**src/rtl/multi_slave_spi_master_pkg.sv**
```systemverilog
// Shared types for the multi-slave SPI master.
//   state_t      : transaction sequencer states
//   MODE0..MODE3 : SPI modes encoded as {cpol, cpha}
package spi_master_pkg;

    typedef enum logic [2:0] {
        IDLE  = 3'd0,
        SETUP = 3'd1,
        SHIFT = 3'd2,
        HOLD  = 3'd3,
        GAP   = 3'd4
    } state_t;

    localparam logic [1:0] MODE0 = 2'b00;
    localparam logic [1:0] MODE1 = 2'b01;
    localparam logic [1:0] MODE2 = 2'b10;
    localparam logic [1:0] MODE3 = 2'b11;

endpackage

```
**src/rtl/multi_slave_spi_master_tick_gen.sv**
```systemverilog
// Half-period tick generator for the SPI master.
//   clk, rst : system clock, asynchronous active-low reset
//   en       : count while a transaction is in progress
//   clr      : load div immediately (start of transaction or abort)
//   div      : half-period length minus one, reloaded on every tick
//   tick     : high for the last clk cycle of each half-period
module spi_tick_gen #(
    parameter int DIV_WIDTH = 8
) (
    input  logic                 clk,
    input  logic                 rst,
    input  logic                 en,
    input  logic                 clr,
    input  logic [DIV_WIDTH-1:0] div,
    output logic                 tick
);

    logic [DIV_WIDTH-1:0] cnt_r;

    // Tick is a decode of the counter so the FSM can act in the same cycle.
    assign tick = en && (cnt_r == {DIV_WIDTH{1'b0}});

    // Down-counter: reload on clear or on each tick, otherwise decrement.
    always_ff @(posedge clk or negedge rst) begin
        if (!rst) begin
            cnt_r <= {DIV_WIDTH{1'b0}};
        end else if (clr) begin
            cnt_r <= div;
        end else if (en) begin
            if (cnt_r == {DIV_WIDTH{1'b0}}) begin
                cnt_r <= div;
            end else begin
                cnt_r <= cnt_r - DIV_WIDTH'(1);
            end
        end
    end

endmodule

```
**src/rtl/multi_slave_spi_master.sv**
```systemverilog
// SPI master with NUM_SLAVES chip-select lanes, multicast, per-transaction
// word length, SCLK divider, CPOL/CPHA and abort.
//   start/abort          : one-cycle request / terminate
//   tx_data, num_bits    : right-aligned word and its length (MSB first)
//   slave_mask, miso_sel : lanes driven, lane whose miso is captured
//   clk_div, cpol, cpha  : half-period = clk_div+1 cycles, SPI mode
//   miso/sclk/sdi/csb    : per-lane pins (csb active-low)
//   rx_data              : received word, right-aligned, updated at done
//   busy, done, err      : status; done/err are one-cycle pulses
import spi_master_pkg::*;

module multi_slave_spi_master #(
    parameter int NUM_SLAVES = 5,
    parameter int MAX_BITS   = 32,
    parameter int DIV_WIDTH  = 8,
    parameter int SEL_WIDTH  = 3
) (
    input  logic                             clk,
    input  logic                             rst,
    input  logic                             start,
    input  logic                             abort,
    input  logic [MAX_BITS-1:0]              tx_data,
    input  logic [$clog2(MAX_BITS+1)-1:0]    num_bits,
    input  logic [NUM_SLAVES-1:0]            slave_mask,
    input  logic [SEL_WIDTH-1:0]             miso_sel,
    input  logic [DIV_WIDTH-1:0]             clk_div,
    input  logic                             cpol,
    input  logic                             cpha,
    input  logic [NUM_SLAVES-1:0]            miso,
    output logic [NUM_SLAVES-1:0]            sclk,
    output logic [NUM_SLAVES-1:0]            sdi,
    output logic [NUM_SLAVES-1:0]            csb,
    output logic [MAX_BITS-1:0]              rx_data,
    output logic                             busy,
    output logic                             done,
    output logic                             err
);

    localparam int NB_W = $clog2(MAX_BITS + 1);

    state_t                state_r;
    logic [MAX_BITS-1:0]   tx_sh_r;
    logic [MAX_BITS-1:0]   rx_sh_r;
    logic [NB_W-1:0]       nbits_r;
    logic [NUM_SLAVES-1:0] mask_r;
    logic [SEL_WIDTH-1:0]  sel_r;
    logic [DIV_WIDTH-1:0]  div_r;
    logic                  cpol_r;
    logic                  cpha_r;
    logic                  aborted_r;
    logic [NB_W:0]         edge_r;
    logic [NUM_SLAVES-1:0] sclk_r;
    logic [NUM_SLAVES-1:0] sdi_r;
    logic [NUM_SLAVES-1:0] csb_r;
    logic [MAX_BITS-1:0]   rx_data_r;
    logic                  busy_r;
    logic                  done_r;
    logic                  err_r;

    logic                  request_ok_s;
    logic                  start_go_s;
    logic                  abort_go_s;
    logic [NB_W-1:0]       shamt_s;
    logic [MAX_BITS-1:0]   aligned_s;
    logic [DIV_WIDTH-1:0]  div_s;
    logic                  tick_s;
    logic                  miso_bit_s;
    logic                  sample_s;

    assign request_ok_s = (num_bits != {NB_W{1'b0}}) && (num_bits <= NB_W'(MAX_BITS)) &&
                          (slave_mask != {NUM_SLAVES{1'b0}}) &&
                          (miso_sel < SEL_WIDTH'(NUM_SLAVES));
    assign start_go_s   = (state_r == IDLE) && start && request_ok_s;
    assign abort_go_s   = (state_r != IDLE) && abort;

    // Left-justify the word so the first bit to send is always the MSB.
    assign shamt_s      = NB_W'(MAX_BITS) - num_bits;
    assign aligned_s    = tx_data << shamt_s;

    // The divider must be loaded from the live input on the accepting cycle.
    assign div_s        = (state_r == IDLE) ? clk_div : div_r;
    assign miso_bit_s   = miso[sel_r];

    // Even edge numbers are leading edges; CPHA flips which edge samples.
    assign sample_s     = (~edge_r[0]) ^ cpha_r;

    spi_tick_gen #(.DIV_WIDTH(DIV_WIDTH)) u_tick (
        .clk  (clk),
        .rst  (rst),
        .en   (busy_r),
        .clr  (start_go_s || abort_go_s),
        .div  (div_s),
        .tick (tick_s)
    );

    // Transaction sequencer with registered pin and status outputs.
    always_ff @(posedge clk or negedge rst) begin
        if (!rst) begin
            state_r   <= IDLE;
            tx_sh_r   <= {MAX_BITS{1'b0}};
            rx_sh_r   <= {MAX_BITS{1'b0}};
            nbits_r   <= {NB_W{1'b0}};
            mask_r    <= {NUM_SLAVES{1'b0}};
            sel_r     <= {SEL_WIDTH{1'b0}};
            div_r     <= {DIV_WIDTH{1'b0}};
            cpol_r    <= 1'b0;
            cpha_r    <= 1'b0;
            aborted_r <= 1'b0;
            edge_r    <= {(NB_W+1){1'b0}};
            sclk_r    <= {NUM_SLAVES{1'b0}};
            sdi_r     <= {NUM_SLAVES{1'b0}};
            csb_r     <= {NUM_SLAVES{1'b1}};
            rx_data_r <= {MAX_BITS{1'b0}};
            busy_r    <= 1'b0;
            done_r    <= 1'b0;
            err_r     <= 1'b0;
        end else begin
            done_r <= 1'b0;
            err_r  <= 1'b0;
            if (abort_go_s) begin
                // Release the bus now; GAP then returns to IDLE with err.
                state_r   <= GAP;
                aborted_r <= 1'b1;
                csb_r     <= {NUM_SLAVES{1'b1}};
                sclk_r    <= {NUM_SLAVES{cpol_r}} & mask_r;
                sdi_r     <= {NUM_SLAVES{1'b0}};
            end else begin
                case (state_r)
                    IDLE: begin
                        if (start && request_ok_s) begin
                            state_r   <= SETUP;
                            busy_r    <= 1'b1;
                            tx_sh_r   <= aligned_s;
                            rx_sh_r   <= {MAX_BITS{1'b0}};
                            nbits_r   <= num_bits;
                            mask_r    <= slave_mask;
                            sel_r     <= miso_sel;
                            div_r     <= clk_div;
                            cpol_r    <= cpol;
                            cpha_r    <= cpha;
                            aborted_r <= 1'b0;
                            edge_r    <= {(NB_W+1){1'b0}};
                            csb_r     <= ~slave_mask;
                            sclk_r    <= {NUM_SLAVES{cpol}} & slave_mask;
                            sdi_r     <= cpha ? {NUM_SLAVES{1'b0}}
                                              : ({NUM_SLAVES{aligned_s[MAX_BITS-1]}} & slave_mask);
                        end else if (start) begin
                            err_r <= 1'b1;
                        end
                    end
                    SETUP, SHIFT: begin
                        if (tick_s) begin
                            if ((state_r == SHIFT) && (edge_r == {nbits_r, 1'b0})) begin
                                // All 2*num_bits edges done; sclk is back at cpol.
                                state_r <= HOLD;
                            end else begin
                                state_r <= SHIFT;
                                sclk_r  <= sclk_r ^ mask_r;
                                edge_r  <= edge_r + (NB_W+1)'(1);
                                if (sample_s) begin
                                    rx_sh_r <= {rx_sh_r[MAX_BITS-2:0], miso_bit_s};
                                end else if (cpha_r) begin
                                    // CPHA=1 presents the current bit on the leading edge.
                                    sdi_r   <= {NUM_SLAVES{tx_sh_r[MAX_BITS-1]}} & mask_r;
                                    tx_sh_r <= tx_sh_r << 1;
                                end else begin
                                    // CPHA=0 already shows the current bit; move to the next one.
                                    sdi_r   <= {NUM_SLAVES{tx_sh_r[MAX_BITS-2]}} & mask_r;
                                    tx_sh_r <= tx_sh_r << 1;
                                end
                            end
                        end
                    end
                    HOLD: begin
                        if (tick_s) begin
                            state_r <= GAP;
                            csb_r   <= {NUM_SLAVES{1'b1}};
                            sdi_r   <= {NUM_SLAVES{1'b0}};
                        end
                    end
                    GAP: begin
                        if (tick_s) begin
                            state_r <= IDLE;
                            busy_r  <= 1'b0;
                            sclk_r  <= {NUM_SLAVES{1'b0}};
                            done_r  <= ~aborted_r;
                            err_r   <= aborted_r;
                            if (!aborted_r) begin
                                rx_data_r <= rx_sh_r;
                            end
                        end
                    end
                    default: begin
                        state_r <= IDLE;
                        busy_r  <= 1'b0;
                        csb_r   <= {NUM_SLAVES{1'b1}};
                        sclk_r  <= {NUM_SLAVES{1'b0}};
                        sdi_r   <= {NUM_SLAVES{1'b0}};
                    end
                endcase
            end
        end
    end

    assign sclk    = sclk_r;
    assign sdi     = sdi_r;
    assign csb     = csb_r;
    assign rx_data = rx_data_r;
    assign busy    = busy_r;
    assign done    = done_r;
    assign err     = err_r;

endmodule

```
**config.mk**
```make
export PLATFORM = sky130hd
export DESIGN_NAME = multi_slave_spi_master
export DESIGN_NICKNAME = d
export VERILOG_FILES = /design/src/rtl/multi_slave_spi_master_pkg.sv /design/src/rtl/multi_slave_spi_master_tick_gen.sv /design/src/rtl/multi_slave_spi_master.sv
export SDC_FILE = /design/constraint.sdc
export NUM_CORES = 1
export LEC_CHECK = 0
export CAP_MARGIN = 20
export CORE_MARGIN = 2
export CORE_UTILIZATION = 61
export DETAILED_ROUTE_END_ITERATION = 8
export GPL_ROUTABILITY_DRIVEN = 1
export PLACE_DENSITY = 0.87
export SLEW_MARGIN = 10
export SYNTH_ARGS = -nofsm -noshare
export SYNTH_HDL_FRONTEND = slang
export SYNTH_HIERARCHICAL = 1
export SYNTH_SLANG_ARGS = --single-unit
```
**constraint.sdc**
```tcl
create_clock -name clk -period 6.2 [get_ports clk]
set_clock_uncertainty 0.2 [all_clocks]
set_input_delay 1.24 -clock clk [delete_from_list [all_inputs] [get_ports clk]]
set_output_delay 1.24 -clock clk [all_outputs]
set_load 0.02 [all_outputs]
```
==> results of run 1 <==
==> path summary, 6_finish.rpt <==
check | slack (ns) | end
setup / recovery | 1.73 | sdi[1]
hold / removal | 0.28 | rx_data[18]
setup reg to reg | 2.37 | sdi[1]
hold reg to reg | 0.28 | rx_data[18]
max in group asynchronous | 3.80 | sclk[4]
min in group asynchronous | 0.71 | rx_data[8]
==> cells in the mapped netlist (7+ instances only) <==
cell type / instances / area, sq um
nand3_1: 14 / 70.1
dfrtp_1: 152 / 3800
and3_1: 7 / 43.8
a31oi_1: 8 / 50.1
nor2_1: 33 / 124
xor2_1: 16 / 140
a2bb2oi_1: 17 / 149
a21oi_1: 36 / 180
o41ai_1: 15 / 131
buf_2: 18 / 90.1
mux4_2: 34 / 766
inv_1: 28 / 105
nor3_1: 14 / 70.1
xnor2_1: 7 / 61.3
nand2_1: 273 / 1020
o21ai_0: 79 / 395
mux2i_1: 32 / 320
clkbuf_1: 38 / 143
==> final cells by class <==
type	count	area, sq um	area share
Tap cell	184	230	0.0211
Clock inverter	15	145	0.0133
Clock buffer	17	425	0.0389
Timing Repair Buffer	131	1260	0.116
Sequential cell	157	3940	0.360
Inverter	29	109	0.00996
Multi-Input combinational cell	721	4820	0.441
==> registers in the layout (all words and copies together), names as in the netlist, 3 cells and up <==
signal	cells
rx_data	32
rx_sh_r	32
tx_sh_r	32
div_r	8
u_tick/cnt_r	8
edge_r	7
nbits_r	6
csb	5
mask_r	5
sclk	5
sdi	5
sel_r	3
state_r	3
==> power breakdown <==
group          internal (W)  switching, W  total (W)
sequential          0.00126      0.000215    0.00147
clock              0.000534      0.000475    0.00101
combinational      0.000579      0.000863    0.00144
==> tightest hold or removal path, stage by stage, from the launching register on <==
cell and delay, ns:
dfrtp_1 0.34, nand2_1 0.05, nand2_1 0.05
==> logic make-up (layout without fill, tap and decap cells) <==
logic type / Yosys count / in the layout
AO/OA/AOI/OAI: 227 / 227
XOR/XNOR: 25 / 25
adder cells (fa/ha/maj): 5 / 5
buffers and inverters: 97 / 192
flip-flops: 157 / 157
multiplexers: 74 / 74
AND/OR/NAND/NOR: 390 / 390
==> layer usage <==
metal	part of all wire	vias to the layer above	track usage
li1	-	3666	-
met4	0.028	0	0.122
met3	0.063	56	0.0523
met2	0.51	355	0.493
met1	0.40	3803	0.402
met5	0	-	0
==> metrics by stage <==
step / hold slack [ns] / instances
after floorplan: 0.238 / 975
after global placement: 0.251 / 1222
after detailed placement: 0.257 / 1222
after CTS: 0.279 / 1254
after global routing: 0.296 / 1254
final: 0.275 / 1254
==> impl_metrics.env, run 1 <==
export IMPL_n_antenna_cell=0
export IMPL_crit_type="primary input to flop"
export IMPL_cap_violations=0
export IMPL_rr_startpoint="u_tick/cnt_r[0]"
export IMPL_syn_inst=975
export IMPL_grtUsageTotal=0.301
export IMPL_max_stage_delay_ns=0.83
export IMPL_pre_cts_ws_ns=1.34
export IMPL_crit_start="num_bits[1]"
export IMPL_routabilityCongestion=1.01
export IMPL_setup_tns_ns=0
export IMPL_cts_root_buf="clkbuf_16"
export IMPL_slew_viol_final=0
export IMPL_antenna_found_initial=0
export IMPL_critPathCaptureType="flop"
export IMPL_synth_area_mux_share=0.132
export IMPL_cp_slowest_cell="ha_1"
export IMPL_synth_simple_area_share=0.190
export IMPL_path_buf_inv=3
export IMPL_layout_commonest_cell="nand2_1"
export IMPL_port_buffers=114
export IMPL_ys_flop_type="dfrtp_1"
export IMPL_ctsHtreeMaxLevel=4
export IMPL_synth_xor_area_frac=0.0267
export IMPL_crit_arrival_ns=4.63
export IMPL_finalHoldViolCount=0
export IMPL_n_fill_cell=1000
export IMPL_clk_latency_ns=0.43
export IMPL_cts_resized=0
export IMPL_max_freq_mhz=224
export IMPL_drtIter0Drc=934
export IMPL_drc_errors=0
export IMPL_core_sq_mm=0.0146
export IMPL_io_pins=115
export IMPL_dp_hpwl_microns=15800
export IMPL_utilization=0.749
export IMPL_setup_ws_ns=1.73
export IMPL_cts_tree="done"
export IMPL_status="finished clean"
export IMPL_r2r_cells=10
export IMPL_grt_start_max_net_pins=105
export IMPL_slew_headroom=0.369
export IMPL_area_delta_synth_final_pct=19.2
export IMPL_final_nets=1126
export IMPL_num_vias=7880
export IMPL_crit_chain="clkdlybuf4s50_1 -> inv_1 -> ha_1 -> buf_4 -> mux4_2 -> mux2i_1 -> mux2i_1 -> a21oi_1 -> or4_4 -> o211ai_2"
export IMPL_start_util=0.629
export IMPL_crit_cells=10
export IMPL_rows=44
export IMPL_crit_top_cell="mux2i_1"
export IMPL_cts_buffer_depth=2
export IMPL_clkSinkCount=157
export IMPL_final_cell_mix="nand2_1 (273), dfrtp_1 (152), clkdlybuf4s50_1 (112)"
export IMPL_fin_area_sq_mm=0.0109
export IMPL_p_total_w=0.00393
export IMPL_p_leak_nw=4.72
export IMPL_grt_pass1_wl_microns=38700
export IMPL_worst_pin_slew_ns=0.946
export IMPL_worstHoldStart="rx_data[18]"
export IMPL_worstPathRequired_ns=6.36
export IMPL_setup_worst_path_start_class="primary input"
export IMPL_antenna_left=0
export IMPL_wl_per_cell_microns=18.5
export IMPL_chipHeight_microns=127
export IMPL_fin_crit_ns=4.47
export IMPL_synth_seq_cells=157
export IMPL_power_density_mw_per_mm2=359
export IMPL_placed_area_sq_mm=0.0104
export IMPL_die_w_microns=127
export IMPL_drt_wl_total_microns=23200
export IMPL_die_area_sq_mm=0.0160
export IMPL_grt_ovfl_total=0
export IMPL_async_flop_share=1.00
export IMPL_synthAdderAreaFrac=0.00655
export IMPL_cts_setup_buffers=0
export IMPL_cts_clk_slew_worst_paths_ns=0.07
export IMPL_synth_compound_area_frac=0.169
export IMPL_holdPathStages=2
export IMPL_synth_top_family_by_area="simple AND/OR/NAND/NOR gates"
export IMPL_seq_area_frac_synth=0.429
export IMPL_post_route_period_util=0.721
export IMPL_syn_area_sq_mm=0.00917
export IMPL_synth_warnings=6
export IMPL_drt_first_pass_iters=5
export IMPL_syn_nets=1044
export IMPL_drive_above_1_share=0.118
export IMPL_syn_area_per_cell_sq_um=9.41
export IMPL_hold_class="flop to flop"
export IMPL_vdd_drop_max_v=0.000272
export IMPL_via_per_inst=6.28
export IMPL_first_global_vias=7606
export IMPL_numCtsBuffers=17
export IMPL_synth_distinct_cells=81
export IMPL_critPathMaxFanout=22
export IMPL_crit_family="buffers and inverters"
export IMPL_rsz0062_at_grt="no"
export IMPL_ctsHoldBuffers=0
export IMPL_synth_edff_count=0
export IMPL_setup_viol=0
(Power assumes the default switching activity.)
==> inputs of run 2 (changes only) <==
CORE_UTILIZATION = 51   (was 61)
PLACE_DENSITY = 0.77   (was 0.87)
clock period = 3.65 ns   (was 6.2 ns; I/O delays follow)
==> run 2 against run 1 <==
  * Sequential power rose by 69%
  * Hold slack got worse by 0.15 ns
  * Flip-flop and latch count did not move
  * Wire length rose by 4.6%
  * Via count rose by 1.7%
  * Die area rose by 19%
  * Register-to-register slack got worse by 1.8 ns
  * Setup slack got worse by 1.3 ns
  * Clock power rose by 82%
  * Total power rose by 78%
  * Combinational power rose by 84%
  * Critical path depth fell by 1
  * Critical endpoint unchanged
==> impl_metrics.env, run 2 (synthesis gave the netlist of run 1 again) <==
export IMPL_status="finished clean"
export IMPL_dp_hpwl_microns=17500
export IMPL_setup_tns_ns=0
export IMPL_layout_commonest_cell="nand2_1"
export IMPL_cts_resized=0
export IMPL_routabilityCongestion=0.945
export IMPL_numCtsBuffers=17
export IMPL_dp_cells=1317
export IMPL_core_sq_mm=0.0178
export IMPL_max_freq_mhz=309
export IMPL_setup_ws_ns=0.416
export IMPL_worst_pin_slew_ns=0.731
export IMPL_m1WireLength_microns=10000
export IMPL_wl_per_cell_microns=18.0
export IMPL_setup_viol=0
export IMPL_grt_start_max_net_pins=77
export IMPL_chipHeight_microns=138
export IMPL_clk_latency_ns=0.43
export IMPL_drt_first_pass_iters=7
export IMPL_n_fill_cell=1422
export IMPL_whs_ns=0.121
export IMPL_cts_setup_buffers=0
export IMPL_crit_arrival_ns=3.38
export IMPL_port_buffers=114
export IMPL_grt_ovfl_total=0
export IMPL_via_per_inst=5.94
export IMPL_n_antenna_cell=0
export IMPL_vdd_drop_max_v=0.000409
export IMPL_post_route_period_util=0.886
export IMPL_critPathMaxFanout=7
export IMPL_highest_layer="met4"
export IMPL_finalHoldViolCount=0
export IMPL_grt_pass1_wl_microns=40200
export IMPL_grtUsageTotal=0.261
export IMPL_drc_errors=0
export IMPL_num_vias=8012
export IMPL_fin_crit_ns=3.23
export IMPL_pre_cts_ws_ns=-0.00181
export IMPL_ctsHtreeMaxLevel=4
export IMPL_die_w_microns=138
export IMPL_rows=49
export IMPL_cts_buffer_depth=2
export IMPL_drtIter0Drc=660
export IMPL_routed_wl_met2_microns=11900
export IMPL_setup_worst_path_start_class="primary input"
export IMPL_power_density_mw_per_mm2=606
export IMPL_critPathCaptureType="flop"
export IMPL_rsz0062_at_grt="no"
export IMPL_die_area_sq_mm=0.0191
export IMPL_slew_viol_final=0
export IMPL_antenna_left=0
export IMPL_p_total_w=0.00698
export IMPL_final_nets=1176
export IMPL_io_pins=115
export IMPL_antenna_found_initial=0
export IMPL_worstPathRequired_ns=3.80
export IMPL_p_leak_nw=5.03
export IMPL_ctsHoldBuffers=0
export IMPL_dr_wl_met3_microns=1270
export IMPL_hold_class="primary input to async pin"
export IMPL_slew_headroom=0.513
export IMPL_cts_clk_slew_worst_paths_ns=0.06
export IMPL_drt_wl_total_microns=24200
export IMPL_cts_root_buf="clkbuf_16"
export IMPL_cts_tree="done"
export IMPL_clkSinkCount=157
export IMPL_final_cells=1349
export IMPL_drive_above_1_share=0.157
export IMPL_area_delta_synth_final_pct=25.5
export IMPL_cap_violations=0
export IMPL_final_cell_mix="nand2_1 (273), dfrtp_1 (152), clkdlybuf4s50_1 (112)"
export IMPL_crit_type="primary input to flop"
export IMPL_start_util=0.516
export IMPL_first_global_vias=7833
## run 2: cell count changes in the layout (fill, tap and decap cells not counted), moves of 2 or more
cell       change
inv_8          -5
buf_12         +7
clkbuf_8       +2
inv_6          -2
bufinv_16      +3
buf_4         +43
## run 2: worst max-delay path, cell delays in order
cell,delay [ns]
clkdlybuf4s50_1,0.41
buf_4,0.14
or3_1,0.45
xnor2_4,0.20
buf_4,0.19
o32ai_1,0.45
a21oi_1,0.13
or4_4,0.50
o211ai_2,0.19
## run 2: area by class of cell
| type | instances | area, sq um | share of cell area |
|---|---|---|---|
| Inverter | 29 | 109 | 0.00946 |
| Clock inverter | 12 | 158 | 0.0137 |
| Clock buffer | 20 | 457 | 0.0397 |
| Sequential cell | 157 | 3940 | 0.342 |
| Multi-Input combinational cell | 721 | 4840 | 0.420 |
| Timing Repair Buffer | 181 | 1730 | 0.150 |
| Tap cell | 229 | 287 | 0.0249 |
## run 2: through the flow
stage,utilization,instance area [sq um]
floorplan,-,9180
global placement,0.613,10900
detailed placement,0.613,10900
CTS,0.647,11500
global route,0.647,11500
finish,0.647,11500
## run 2: per-layer routing
| layer | track usage | up-vias |
|---|---|---|
| met5 | 0 | - |
| met4 | 0.127 | 0 |
| met3 | 0.0475 | 77 |
| met2 | 0.421 | 304 |
| met1 | 0.342 | 3871 |
| li1 | - | 3760 |
## run 2: path summary, 6_finish.rpt
check	start	endpoint	slack, ns	depth (start not counted)
min in group clk	rx_data[20]	rx_data[20]	0.27	2
worst min-delay path	rst	rx_data[8]	0.12	1
max in group asynchronous	rst	csb[1]	2.34	2
worst max register to register	u_tick/cnt_r[4]	rx_sh_r[16]	0.57	10
worst max-delay path	num_bits[1]	sdi[1]	0.42	9
worst min register to register	rx_data[20]	rx_data[20]	0.27	2
## run 2: report_power, final
group	switching (W)	internal [W]
Combinational	0.00149	0.00116
Clock	0.000722	0.00112
Sequential	0.000344	0.00214
Total	0.00256	0.00442
